**src/rtl/fsab_initiator_pkg.sv**
```systemverilog
// Shared FSAB bus widths, encodings and credit constants for the initiator slice.
// Also carries the held request header type and a length legality helper.
package fsab_initiator_pkg;

    localparam int FSAB_REQ_HI     = 0;
    localparam int FSAB_DID_HI     = 3;
    localparam int FSAB_ADDR_HI    = 30;
    localparam int FSAB_LEN_HI     = 3;
    localparam int FSAB_DATA_HI    = 63;
    localparam int FSAB_MASK_HI    = 7;
    localparam int FSAB_CREDITS_HI = 2;
    localparam int FSAB_LEN_MAX    = 8;

    localparam logic [FSAB_CREDITS_HI:0] FSAB_INITIAL_CREDITS = 3'd4;
    localparam logic [FSAB_REQ_HI:0]     FSAB_READ            = 1'b0;
    localparam logic [FSAB_REQ_HI:0]     FSAB_WRITE           = 1'b1;

    typedef logic [FSAB_LEN_HI:0] fsab_len_t;

    typedef struct packed {
        logic [FSAB_REQ_HI:0]  mode;
        logic [FSAB_ADDR_HI:0] addr;
        fsab_len_t             len;
    } fsab_hdr_t;

    // Zero-length and over-long bursts are both dropped as illegal.
    function automatic logic fsab_len_legal(input fsab_len_t len);
        return (len != '0) && (len <= fsab_len_t'(FSAB_LEN_MAX));
    endfunction

endpackage

```
**src/rtl/fsab_len_fifo.sv**
```systemverilog
// Synchronous FIFO holding the burst lengths of outstanding reads.
// Push and pop in the same cycle are both honoured; overflow/underflow requests are ignored.
module fsab_len_fifo #(
    parameter int WIDTH = 4,
    parameter int DEPTH = 4
) (
    input  logic             clk,
    input  logic             rst,
    input  logic             push,
    input  logic             pop,
    input  logic [WIDTH-1:0] din,
    output logic [WIDTH-1:0] dout,
    output logic             full,
    output logic             empty
);

    localparam int PW = (DEPTH > 1) ? $clog2(DEPTH) : 1;
    localparam logic [PW:0] FULL_COUNT = (PW + 1)'(DEPTH);

    logic [WIDTH-1:0] mem_q [DEPTH];
    logic [PW-1:0]    wrPtr_q;
    logic [PW-1:0]    rdPtr_q;
    logic [PW:0]      count_q;
    logic             pushOk;
    logic             popOk;

    assign full   = (count_q == FULL_COUNT);
    assign empty  = (count_q == '0);
    assign dout   = mem_q[rdPtr_q];
    assign pushOk = push && !full;
    assign popOk  = pop && !empty;

    always_ff @(posedge clk or posedge rst) begin
        if (rst) begin
            for (int i = 0; i < DEPTH; i++) begin
                mem_q[i] <= '0;
            end
            wrPtr_q <= '0;
            rdPtr_q <= '0;
            count_q <= '0;
        end else begin
            if (pushOk) begin
                mem_q[wrPtr_q] <= din;
                wrPtr_q        <= wrPtr_q + PW'(1);
            end
            if (popOk) begin
                rdPtr_q <= rdPtr_q + PW'(1);
            end
            if (pushOk && !popOk) begin
                count_q <= count_q + (PW + 1)'(1);
            end else if (popOk && !pushOk) begin
                count_q <= count_q - (PW + 1)'(1);
            end
        end
    end

endmodule

```
**src/rtl/fsab_initiator.sv**
```systemverilog
// FSAB bus master: turns client requests/write beats into credited fsabo beats
// and returns fsabi read beats for this DID to the client with a last flag.
module fsab_initiator
    import fsab_initiator_pkg::*;
#(
    parameter logic [FSAB_DID_HI:0] DID       = '0,
    parameter logic [FSAB_DID_HI:0] SUBDID    = '0,
    parameter int                   RDQ_DEPTH = 4
) (
    input  logic                  clk,
    input  logic                  rst,
    input  logic                  req_valid,
    output logic                  req_ready,
    input  logic                  req_write,
    input  logic [FSAB_ADDR_HI:0] req_addr,
    input  logic [FSAB_LEN_HI:0]  req_len,
    input  logic                  wr_valid,
    output logic                  wr_ready,
    input  logic [FSAB_DATA_HI:0] wr_data,
    input  logic [FSAB_MASK_HI:0] wr_mask,
    output logic                  fsabo_valid,
    output logic [FSAB_REQ_HI:0]  fsabo_mode,
    output logic [FSAB_DID_HI:0]  fsabo_did,
    output logic [FSAB_DID_HI:0]  fsabo_subdid,
    output logic [FSAB_ADDR_HI:0] fsabo_addr,
    output logic [FSAB_LEN_HI:0]  fsabo_len,
    output logic [FSAB_DATA_HI:0] fsabo_data,
    output logic [FSAB_MASK_HI:0] fsabo_mask,
    input  logic                  fsabo_credit,
    input  logic                  fsabi_valid,
    input  logic [FSAB_DID_HI:0]  fsabi_did,
    input  logic [FSAB_DATA_HI:0] fsabi_data,
    output logic                  rd_valid,
    output logic [FSAB_DATA_HI:0] rd_data,
    output logic                  rd_last,
    output logic                  err
);

    localparam logic ST_IDLE  = 1'b0;
    localparam logic ST_WDATA = 1'b1;

    logic                     state_q,      state_d;
    logic [FSAB_CREDITS_HI:0] credits_q,    credits_d;
    fsab_len_t                rem_q,        rem_d;
    fsab_len_t                cnt_q,        cnt_d;
    logic                     err_q,        err_d;
    fsab_hdr_t                hdr_q,        hdr_d;
    logic                     busValid_q,   busValid_d;
    logic [FSAB_DATA_HI:0]    busData_q,    busData_d;
    logic [FSAB_MASK_HI:0]    busMask_q,    busMask_d;
    logic                     rdValid_q,    rdValid_d;
    logic [FSAB_DATA_HI:0]    rdData_q,     rdData_d;
    logic                     rdLast_q,     rdLast_d;

    logic      lenLegal;
    logic      acceptRead;
    logic      acceptWrite;
    logic      dropReq;
    logic      consume;
    logic      creditOverflow;
    logic      rdBeat;
    logic      rdTake;
    logic      rdEnd;
    logic      rdOrphan;
    logic      rdqFull;
    logic      rdqEmpty;
    fsab_len_t rdqHead;

    assign lenLegal = fsab_len_legal(req_len);
    assign consume  = acceptRead || acceptWrite;

    fsab_len_fifo #(
        .WIDTH (FSAB_LEN_HI + 1),
        .DEPTH (RDQ_DEPTH)
    ) u_rdq (
        .clk   (clk),
        .rst   (rst),
        .push  (acceptRead),
        .pop   (rdEnd),
        .din   (req_len),
        .dout  (rdqHead),
        .full  (rdqFull),
        .empty (rdqEmpty)
    );

    // Request handshake: illegal lengths are swallowed without a credit or a bus beat.
    always_comb begin
        req_ready   = 1'b0;
        wr_ready    = 1'b0;
        acceptRead  = 1'b0;
        acceptWrite = 1'b0;
        dropReq     = 1'b0;
        if (state_q == ST_IDLE) begin
            if (req_valid && !lenLegal) begin
                req_ready = 1'b1;
                dropReq   = 1'b1;
            end else if (req_valid && (credits_q != '0) &&
                         (req_write ? wr_valid : !rdqFull)) begin
                req_ready = 1'b1;
                if (req_write) begin
                    acceptWrite = 1'b1;
                    wr_ready    = 1'b1;
                end else begin
                    acceptRead = 1'b1;
                end
            end
        end else begin
            wr_ready = wr_valid;
        end
    end

    // Bus beat generation; the header stays put across write data beats and gaps.
    always_comb begin
        state_d    = state_q;
        rem_d      = rem_q;
        hdr_d      = hdr_q;
        busValid_d = 1'b0;
        busData_d  = '0;
        busMask_d  = '0;
        if (acceptRead) begin
            busValid_d = 1'b1;
            hdr_d.mode = FSAB_READ;
            hdr_d.addr = req_addr;
            hdr_d.len  = req_len;
        end else if (acceptWrite) begin
            busValid_d = 1'b1;
            busData_d  = wr_data;
            busMask_d  = wr_mask;
            hdr_d.mode = FSAB_WRITE;
            hdr_d.addr = req_addr;
            hdr_d.len  = req_len;
            rem_d      = req_len - fsab_len_t'(1);
            if (req_len != fsab_len_t'(1)) begin
                state_d = ST_WDATA;
            end
        end else if ((state_q == ST_WDATA) && wr_valid) begin
            busValid_d = 1'b1;
            busData_d  = wr_data;
            busMask_d  = wr_mask;
            rem_d      = rem_q - fsab_len_t'(1);
            if (rem_q == fsab_len_t'(1)) begin
                state_d = ST_IDLE;
            end
        end
    end

    // Credit pool saturates at its initial size; an extra return is a responder bug.
    always_comb begin
        credits_d      = credits_q;
        creditOverflow = 1'b0;
        if (consume && !fsabo_credit) begin
            credits_d = credits_q - FSAB_CREDITS_HI'(1) - 1'b0;
        end else if (!consume && fsabo_credit) begin
            if (credits_q == FSAB_INITIAL_CREDITS) begin
                creditOverflow = 1'b1;
            end else begin
                credits_d = credits_q + (FSAB_CREDITS_HI + 1)'(1);
            end
        end
    end

    assign rdBeat   = fsabi_valid && (fsabi_did == DID);
    assign rdTake   = rdBeat && !rdqEmpty;
    assign rdEnd    = rdTake && (cnt_q == rdqHead - fsab_len_t'(1));
    assign rdOrphan = rdBeat && rdqEmpty;

    // Return path counts beats against the oldest outstanding read length.
    always_comb begin
        cnt_d     = cnt_q;
        rdValid_d = rdTake;
        rdData_d  = rdTake ? fsabi_data : '0;
        rdLast_d  = rdEnd;
        if (rdEnd) begin
            cnt_d = '0;
        end else if (rdTake) begin
            cnt_d = cnt_q + fsab_len_t'(1);
        end
        err_d = err_q || dropReq || creditOverflow || rdOrphan;
    end

    always_ff @(posedge clk or posedge rst) begin
        if (rst) begin
            state_q    <= ST_IDLE;
            credits_q  <= FSAB_INITIAL_CREDITS;
            rem_q      <= '0;
            cnt_q      <= '0;
            err_q      <= 1'b0;
            hdr_q      <= '0;
            busValid_q <= 1'b0;
            busData_q  <= '0;
            busMask_q  <= '0;
            rdValid_q  <= 1'b0;
            rdData_q   <= '0;
            rdLast_q   <= 1'b0;
        end else begin
            state_q    <= state_d;
            credits_q  <= credits_d;
            rem_q      <= rem_d;
            cnt_q      <= cnt_d;
            err_q      <= err_d;
            hdr_q      <= hdr_d;
            busValid_q <= busValid_d;
            busData_q  <= busData_d;
            busMask_q  <= busMask_d;
            rdValid_q  <= rdValid_d;
            rdData_q   <= rdData_d;
            rdLast_q   <= rdLast_d;
        end
    end

    assign fsabo_valid  = busValid_q;
    assign fsabo_mode   = hdr_q.mode;
    assign fsabo_did    = DID;
    assign fsabo_subdid = SUBDID;
    assign fsabo_addr   = hdr_q.addr;
    assign fsabo_len    = hdr_q.len;
    assign fsabo_data   = busData_q;
    assign fsabo_mask   = busMask_q;
    assign rd_valid     = rdValid_q;
    assign rd_data      = rdData_q;
    assign rd_last      = rdLast_q;
    assign err          = err_q;

endmodule

```
**config.mk**
```make
export PLATFORM = sky130hd
export DESIGN_NAME = fsab_initiator
export DESIGN_NICKNAME = d
export VERILOG_FILES = /design/src/rtl/fsab_initiator_pkg.sv /design/src/rtl/fsab_len_fifo.sv /design/src/rtl/fsab_initiator.sv
export SDC_FILE = /design/constraint.sdc
export NUM_CORES = 1
export LEC_CHECK = 0
export CAP_MARGIN = 20
export CORE_ASPECT_RATIO = 0.6
export CORE_MARGIN = 5
export CORE_UTILIZATION = 44
export DETAILED_ROUTE_END_ITERATION = 10
export MAX_ROUTING_LAYER = met4
export PLACE_DENSITY_LB_ADDON = 0.2
export SLEW_MARGIN = 20
export SYNTH_ARGS = -nofsm -noshare
export SYNTH_HDL_FRONTEND = slang
export SYNTH_HIERARCHICAL = 1
export SYNTH_SLANG_ARGS = --single-unit
export TNS_END_PERCENT = 20
```
**constraint.sdc**
```tcl
create_clock -name clk -period 13.3 [get_ports clk]
set_clock_uncertainty 0.1 [all_clocks]
set_input_delay 1.33 -clock clk [delete_from_list [all_inputs] [get_ports clk]]
set_output_delay 1.33 -clock clk [all_outputs]
set_load 0.02 [all_outputs]
```
==> impl_metrics.yaml, run 1 <==
place:
  dp_hpwl_mm: 16.8
  port_buffers: 359
  gp_congestion: 0.808
synth:
  yosys.area.top_type: "dfrtp_1"
  synth.avg_cell_area_um2: 14.0
  ys_top_cells_by_area: "dfrtp_1 66%, nor2b_1 5.9%, and2_1 5.1%, mux2_1 5.0%, mux2_2 2.6%"
  yosysTopAreaCellShare_pct: 66.4
  ys.warnings.count: 6
  synthFlopType: "dfrtp_1"
  syn_inst: 564
  synth-edff-count: 0
  async_reset_ff_share_pct: 100
  synth_common_cells: "210 x dfrtp_1, 75 x nor2b_1, 65 x and2_1"
  ys_types: 45
  ys_seq_area_share_pct: 66.7
  ys_ff_latch: 211
  syn-cell-area_mm2: 0.00792
  yosysMostFrequentCell: "dfrtp_1"
timing:
  drv_slew: 0
  relSlewSlack_pct: 40.5
  hold_violations: 0
  worstMarginPinSlew_ns: 0.893
  final.period_utilization_pct: 42.6
  setup_viol: 0
  finalSetupTns_ns: 0
  rsz0062_at_grt: "false"
  post-route-min-period_ns: 5.67
  fmaxAchievable_ghz: 0.176
  hold_slack_ns: 0.373
clocking:
  cts_tree: "built"
  clk_pin_slew_ns: 0.07
  cts_sinks: 211
  cts_made_buffers: 20
  cts-root-buf: "clkbuf_16"
  htreeDepth: 1
  postCtsResizedCells: 0
  cts_setup_buffers: 0
  hold_buffers: 0
  worstSkewPairLatency_ns: 0.48
  clockBufferDepth: 3
global_route:
  grt_pass1_vias: 5565
  grt.total_usage_pct: 21.1
  antenna_found_initial: 1
  grt_pass1_wl_mm: 32.9
  grt_overflow: 0
  grt_max_degree: 120
floorplan:
  die_w_um: 183
  initial_core_util_pct: 44.3
  dieHeight_um: 114
  core_area_mm2: 0.0179
  die_area_mm2: 0.0209
  num_rows: 38
  ios: 368
drt:
  dr_wl_met2_mm: 11.2
  drtPass1Iterations: 4
  drtIter0Drc: 357
  highest_layer: "met4"
  vias_per_cell: 4.57
  wire_per_inst_um: 18.7
  drt-total-wl_mm: 22.2
  met3_length_mm: 1.45
  drt-met1-wl_mm: 8.98
  via_count: 5411
  remaining_drc_errors: 0
  ant_nets: 0
min_path:
  min_path_cells: 1
  hold_class: "flop to flop"
  hold_end: "err$_DFF_PP0_"
  min_from: "err$_DFF_PP0_"
setup_path:
  worstSetupEndpointType: "output pin"
  cp.required_ns: 11.87
  reg2reg_depth: 11
  rr_startpoint: "u_rdq/rdPtr_q[1]$_DFFE_PP0P_"
  critical_path_class: "input port to output pin"
  r2r_end: "u_rdq/count_q[1]$_DFFE_PP0P_"
  cp_max_fo: 73
  timing.reg2reg.setup_slack_ns: 9.81
  worstPathArrival_ns: 4.24
  start_kind: "input port"
status:
  status: "complete, no violations"
power:
  ir_drop_mv: 0.120
  leakagePower_nw: 5.51
  p_per_area_mw_per_mm2: 166
cells_and_area:
  drive_above_1_share_pct: 6.48
  syn2layout_area_growth_pct: 55.9
  final_nets: 1126
flow_run:
  cap_violations: 0
## flip-flops by register name, summed over array words and instances, names as in the netlist, 2 cells and up
register and cells:
u_rdq/count_q 3, u_rdq/wrPtr_q 2, fsabo_len 4, u_rdq/rdPtr_q 2
rd_data 64, fsabo_addr 31, fsabo_data 64, fsabo_mask 8
credits_q 3, rem_q 4, cnt_q 4, u_rdq/mem_q 16
## report_power, final
part           switching (mW)  internal, mW  leakage (nW)  total, mW
clock                   0.230         0.302         0.298      0.532
combinational           0.325         0.336          2.41      0.661
sequential             0.0789         0.777          2.79      0.856
## per-stage QoR
step	setup slack, ns	util (%)	area [um^2]	power [mW]	instances
after floorplan	6.76	-	7940	1.21	571
after detailed placement	7.65	65.6	11700	1.54	1146
after CTS	7.65	69.0	12300	2.07	1181
after global routing	7.48	69.0	12300	2.15	1182
final	7.63	69.0	12300	2.05	1183
after global placement	7.68	65.6	11700	1.52	1146
## worst max-delay path: stages
cell and delay (ns):
clkdlybuf4s50_1 0.65, inv_1 0.08, ha_1 0.23, nor2b_1 0.16
xnor2_2 0.22, a32oi_4 0.25, buf_4 0.62, inv_1 0.09
clkdlybuf4s50_1 0.56
## worst max-delay path by stage
stage	startpoint	to	slack [ns]	cells past startpoint
after floorplan	rst	cnt_q[0]$_DFFE_PP0P_	6.76	1
after global placement	req_len[0]	wr_ready	7.68	9
after detailed placement	req_len[0]	wr_ready	7.65	9
after CTS	req_len[0]	wr_ready	7.65	9
after global routing	req_len[0]	wr_ready	7.48	9
final	req_len[0]	wr_ready	7.63	9
## placed cells by master, fill, tap and decap left out, types with 2 or more instances in the layout
| cell type | Yosys | layout |
|---|---|---|
| clkdlybuf4s50_1 | 0 | 359 |
| dfrtp_1 | 210 | 210 |
| nor2b_1 | 75 | 75 |
| and2_1 | 65 | 65 |
| mux2_1 | 35 | 35 |
| clkbuf_16 | 0 | 21 |
| mux2_2 | 18 | 18 |
| inv_1 | 16 | 15 |
| ha_1 | 15 | 15 |
| nor2_1 | 14 | 14 |
| nand2_1 | 12 | 12 |
| xnor2_1 | 10 | 10 |
| nor3_1 | 9 | 9 |
| conb_1 | 1 | 8 |
| clkbuf_1 | 6 | 8 |
| xor2_1 | 6 | 6 |
| mux2i_1 | 6 | 6 |
| nand3_1 | 5 | 4 |
| o21ai_0 | 4 | 4 |
| a21oi_1 | 4 | 4 |
| mux4_2 | 4 | 4 |
| nand3b_1 | 3 | 3 |
| nand2b_1 | 3 | 3 |
| clkinv_2 | 0 | 3 |
| buf_4 | 9 | 3 |
| diode_2 | 0 | 2 |
| nor4_1 | 2 | 2 |
| clkbuf_8 | 0 | 2 |
## cell families (layout without fill, tap and decap cells)
kind of cell    Yosys count  count (layout)  synth area share [%]
fa+ha+maj                16              16                  2.62
other cells               1              10                0.0474
flops                   211             211                  66.7
simple gates            195             195                  14.7
compound gates           16              16                  1.49
mux                      63              63                  9.44
buf+inv                  44             414                  2.70
xor+xnor                 18              18                  2.26
## per-layer routing
metal,vias to the layer above,global-route usage [%]
met2,202,35.0
met1,2637,26.3
met5,-,-
li1,2534,-
met3,38,5.00
met4,0,5.70
## final cells by class
type                            count  area [um^2]
Antenna cell                        2         5.00
Multi-Input combinational cell    316         2460
Fill cell                        1315         5530
Tap cell                          240          300
Timing Repair Buffer              362         3620
Clock buffer                       31          583
Clock inverter                      4         23.8
Sequential cell                   211         5280
Inverter                           17         71.3
Power figures use the tool's default switching activity.
==> run 2, diff against run 1 <==
--- a/config.mk
+++ b/config.mk
@@ -8,7 +8,7 @@
 export CAP_MARGIN = 20
 export CORE_ASPECT_RATIO = 0.6
 export CORE_MARGIN = 5
-export CORE_UTILIZATION = 44
+export CORE_UTILIZATION = 37
 export DETAILED_ROUTE_END_ITERATION = 10
 export MAX_ROUTING_LAYER = met4
 export PLACE_DENSITY_LB_ADDON = 0.2
==> constraint.sdc (replaced) <==
create_clock -name clk -period 5.2 [get_ports clk]
set_clock_uncertainty 0.1 [all_clocks]
set_input_delay 0.52 -clock clk [delete_from_list [all_inputs] [get_ports clk]]
set_output_delay 0.52 -clock clk [all_outputs]
set_load 0.02 [all_outputs]
==> impl_metrics.yaml, run 2 (synthesis results as in run 1) <==
cells_and_area:
  syn2layout_area_growth_pct: 57.7
  mostFrequentLayoutCell: "clkdlybuf4s50_1"
  fin_util_pct: 59.4
  drive_above_1_share_pct: 7.22
  final_cell_mix: "359 x clkdlybuf4s50_1, 210 x dfrtp_1, 75 x nor2b_1"
  final_nets: 1128
  fillers: 1703
  design_area_mm2: 0.0125
  finalNonFillerCells: 1223
floorplan:
  dieHeight_um: 123
  initial_core_util_pct: 37.6
  die_area_mm2: 0.0245
  ios: 368
  die_w_um: 199
  num_rows: 41
  core_area_mm2: 0.0210
setup_path:
  rr_startpoint: "u_rdq/rdPtr_q[0]$_DFFE_PP0P_"
  critical_path_class: "input port to output pin"
  start_kind: "input port"
  worstSetupEndpointType: "output pin"
  timing.reg2reg.setup_slack_ns: 1.86
  reg2reg_depth: 11
  worstPathArrival_ns: 2.91
  cp_max_fo: 9
  cp.required_ns: 4.58
  r2r_end: "u_rdq/count_q[1]$_DFFE_PP0P_"
timing:
  drv_slew: 0
  final.period_utilization_pct: 67.8
  setup_viol: 0
  relSlewSlack_pct: 40.1
  fin_ws_ns: 1.67
  worstMarginPinSlew_ns: 0.897
  fmaxAchievable_ghz: 0.284
  finalSetupTns_ns: 0
  rsz0062_at_grt: "false"
  hold_violations: 0
  post-route-min-period_ns: 3.53
place:
  pre_cts_slack_ns: 1.22
  port_buffers: 359
  gp_congestion: 0.744
  placedCellCount: 1186
  dp_hpwl_mm: 17.6
  dpl-instance-area_mm2: 0.0118
drt:
  drtPass1Iterations: 4
  met3_length_mm: 1.77
  vias_per_cell: 4.39
  drt-met1-wl_mm: 9.90
  remaining_drc_errors: 0
  ant_nets: 0
  wire_per_inst_um: 18.9
  drt-total-wl_mm: 23.1
  drtIter0Drc: 234
  highest_layer: "met4"
  via_count: 5367
  dr_wl_met2_mm: 11.1
power:
  ir_drop_mv: 0.311
  leakagePower_nw: 5.55
  p_per_area_mw_per_mm2: 432
min_path:
  hold_end: "fsabo_mode$_DFFE_PP0N_"
  hold_class: "flop to flop"
  min_from: "fsabo_mode$_DFFE_PP0N_"
  min_path_cells: 1
flow_run:
  cap_violations: 0
clocking:
  cts_sinks: 211
  worstSkewPairLatency_ns: 0.48
  hold_buffers: 0
  clk_pin_slew_ns: 0.06
  cts-root-buf: "clkbuf_16"
  cts_setup_buffers: 0
  postCtsResizedCells: 0
  clockBufferDepth: 3
  htreeDepth: 1
  cts_tree: "built"
  cts_made_buffers: 21
status:
  status: "complete, no violations"
global_route:
  grt.total_usage_pct: 18.3
  grt_pass1_vias: 5436
  antenna_found_initial: 0
  grt_pass1_wl_mm: 33.3
  grt_max_degree: 114
  grt_overflow: 0
==> run 2: cell types whose count changed in the layout (fill, tap and decap cells not counted) <==
cell,before,now
bufinv_16,0,2
buf_12,0,1
clkbuf_8,2,4
clkinv_2,3,4
clkinvlp_4,0,2
inv_8,1,0
clkbuf_1,8,2
==> run 2: worst max-delay path by stage <==
| stage | startpoint | end | slack (ns) | cells after the start |
|---|---|---|---|---|
| 3_3_place_gp | req_len[0] | u_rdq/count_q[2]$_DFFE_PP0P_ | 1.31 | 14 |
| 2_1_floorplan | u_rdq/rdPtr_q[0]$_DFFE_PP0P_ | u_rdq/count_q[1]$_DFFE_PP0P_ | 2.04 | 12 |
| 4_1_cts | req_len[0] | wr_ready | 1.67 | 8 |
| 6_report | req_len[0] | wr_ready | 1.67 | 8 |
| 3_5_place_dp | req_len[0] | u_rdq/count_q[2]$_DFFE_PP0P_ | 1.22 | 14 |
| 5_1_grt | req_len[0] | u_rdq/count_q[2]$_DFFE_PP0P_ | 1.51 | 14 |
==> run 2: layer usage <==
metal | GRT usage [%] | up-vias
met5 | - | -
met4 | 3.76 | 0
met3 | 5.20 | 29
met2 | 28.5 | 176
met1 | 24.4 | 2615
li1 | - | 2547
==> run 2: where the power goes <==
part	total (mW)	internal [mW]	switching, mW	leakage [nW]
registers	2.19	1.99	0.200	2.79
logic	1.69	0.859	0.836	2.42
clock network	1.51	0.895	0.617	0.338
==> run 2: critical path, stage by stage <==
cell and delay [ns]:
clkdlybuf4s50_1 0.67, inv_1 0.08, ha_1 0.23, nor2b_1 0.16, xnor2_2 0.31, a32oi_4 0.19
inv_1 0.08, clkdlybuf4s50_1 0.66
==> run 2: cell type report <==
class	count	area, um^2	area share [%]
Antenna cell	2	5.00	0.0401
Clock buffer	27	588	4.71
Clock inverter	8	96.3	0.772
Inverter	17	67.6	0.541
Multi-Input combinational cell	316	2460	19.7
Sequential cell	211	5280	42.3
Tap cell	279	349	2.80
Timing Repair Buffer	363	3640	29.1
==> run 2: per-stage QoR <==
| step | total power [mW] | hold WS [ns] |
|---|---|---|
| final | 5.39 | 0.385 |
| after global routing | 5.69 | 0.402 |
| after CTS | 5.48 | 0.391 |
| after detailed placement | 3.93 | 0.376 |
| after global placement | 3.90 | 0.357 |
| after floorplan | 3.08 | 0.364 |
==> run 3, diff against run 2 <==
==> constraint.sdc (replaced) <==
create_clock -name clk -period 2.9 [get_ports clk]
set_clock_uncertainty 0.1 [all_clocks]
set_input_delay 0.29 -clock clk [delete_from_list [all_inputs] [get_ports clk]]
set_output_delay 0.29 -clock clk [all_outputs]
set_load 0.02 [all_outputs]
==> impl_metrics.yaml, run 3 (synthesis results as in run 1) <==
status:
  status: "complete, no violations"
setup_path:
  timing.reg2reg.setup_slack_ns: 0.006
  worstPathArrival_ns: 3.20
  start_kind: "flop"
  worstSetupStartpoint: "u_rdq/rdPtr_q[1]$_DFFE_PP0P_"
  worstSetupEndpointType: "flop"
  cp_max_fo: 3
  critPathCapture: "u_rdq/count_q[2]$_DFFE_PP0P_"
  r2r_end: "u_rdq/count_q[2]$_DFFE_PP0P_"
  cp.required_ns: 3.20
  critical_path_class: "flop to flop"
  reg2reg_depth: 12
  rr_startpoint: "u_rdq/rdPtr_q[1]$_DFFE_PP0P_"
global_route:
  grt_pass1_wl_mm: 34.3
  grt_overflow: 0
  grt_pass1_vias: 5677
  grt.total_usage_pct: 18.8
  grt_max_degree: 73
  antenna_found_initial: 1
clocking:
  cts_made_buffers: 21
  cts_tree: "built"
  worstSkewPairLatency_ns: 0.49
  hold_buffers: 0
  cts_sinks: 211
  clk_pin_slew_ns: 0.06
  clockBufferDepth: 3
  cts-root-buf: "clkbuf_16"
  htreeDepth: 1
drt:
  drt-total-wl_mm: 23.5
  via_count: 5508
  remaining_drc_errors: 0
  ant_nets: 0
  wire_per_inst_um: 18.6
  drtPass1Iterations: 4
  drtIter0Drc: 190
  vias_per_cell: 4.37
timing:
  drv_slew: 0
  finalSetupTns_ns: 0
  relSlewSlack_pct: 41.3
  fin_ws_ns: 0.00604
  final.period_utilization_pct: 99.8
  post-route-min-period_ns: 2.89
  rsz0062_at_grt: "true"
  hold_slack_ns: 0.191
  worstMarginPinSlew_ns: 0.879
  fmaxAchievable_ghz: 0.346
  hold_violations: 0
  setup_viol: 0
cells_and_area:
  mostFrequentLayoutCell: "clkdlybuf4s50_1"
  syn2layout_area_growth_pct: 62.1
  final_nets: 1167
  drive_above_1_share_pct: 11.6
  fin_util_pct: 61.0
  final_cell_mix: "357 x clkdlybuf4s50_1, 209 x dfrtp_1, 75 x nor2b_1"
power:
  p_total_mw: 9.71
  ir_drop_mv: 0.509
  p_per_area_mw_per_mm2: 757
  leakagePower_nw: 5.76
floorplan:
  die_w_um: 199
  dieHeight_um: 123
  core_area_mm2: 0.0210
  initial_core_util_pct: 37.6
  ios: 368
  die_area_mm2: 0.0245
  num_rows: 41
place:
  dp_hpwl_mm: 18.5
  pre_cts_slack_ns: -0.291
  port_buffers: 359
  gp_congestion: 0.832
min_path:
  hold_class: "input port to async pin"
flow_run:
  cap_violations: 0
## run 3: cell count changes in the layout (fill, tap and decap cells not counted), moves of 2 or more
cell and change:
buf_4 +34, buf_12 +4, clkbuf_1 +3, clkdlybuf4s50_1 -2, ha_1 -2, inv_1 -2
inv_2 +2, nor3_1 -2, nor3_2 +2
## run 3: timing repair
item | in CTS | in global routing
endpoints found under the setup margin | 3 | 3
resized for setup | 10 | 4
pin swaps | 5 | 2
buffers inserted | 1 | 1
gates cloned | 0 | 0
## run 3: routing by layer
layer	part of all wire (%)	track usage, %	vias up
li1	-	-	2622
met1	42	24.7	2639
met2	47	29.2	201
met3	7.8	5.36	46
met4	3.1	4.95	0
met5	0	-	-
## run 3: critical path, cell delays in order (launching register included)
cell and delay, ns:
dfrtp_1 0.40, buf_6 0.13, mux4_2 0.54, xnor3_1 0.37
nand3_2 0.10, nor3_2 0.05, nand2b_1 0.13, ha_2 0.21
inv_2 0.04, fa_2 0.33, xor2_1 0.15, nor2_1 0.14
xor2_1 0.15
## run 3: worst min path at each step
stage,start,end,slack (ns),cells after the start
6_report,rst,rd_data[0]$_DFF_PP0_,0.19,2
5_1_grt,wr_data[55],fsabo_data[55]$_DFF_PP0_,0.23,2
4_1_cts,rst,rd_data[0]$_DFF_PP0_,0.21,2
3_5_place_dp,fsabo_addr[12]$_DFFE_PP0N_,fsabo_addr[12]$_DFFE_PP0N_,0.38,1
3_3_place_gp,err$_DFF_PP0_,err$_DFF_PP0_,0.37,1
2_1_floorplan,rst,u_rdq/count_q[0]$_DFFE_PP0P_,0.19,1
## run 3: cell type report
class	count	area, um^2
antenna	1	2.50
clock buffer	29	586
clock inverter	6	57.6
fill	1727	8200
inverter	17	67.6
multi-input combinational	316	2500
sequential	211	5280
tap	279	349
timing repair buffer	402	3980
## run 3: stage by stage
step | area (um^2) | instances
after floorplan | 7950 | 571
after CTS | 12800 | 1259
final | 12800 | 1261
after global placement | 12100 | 1223
after global routing | 12800 | 1261
after detailed placement | 12100 | 1223
## run 3: report_power, final
group	switching (mW)	internal, mW
combinational	1.54	1.66
clock	1.09	1.49
sequential	0.365	3.57
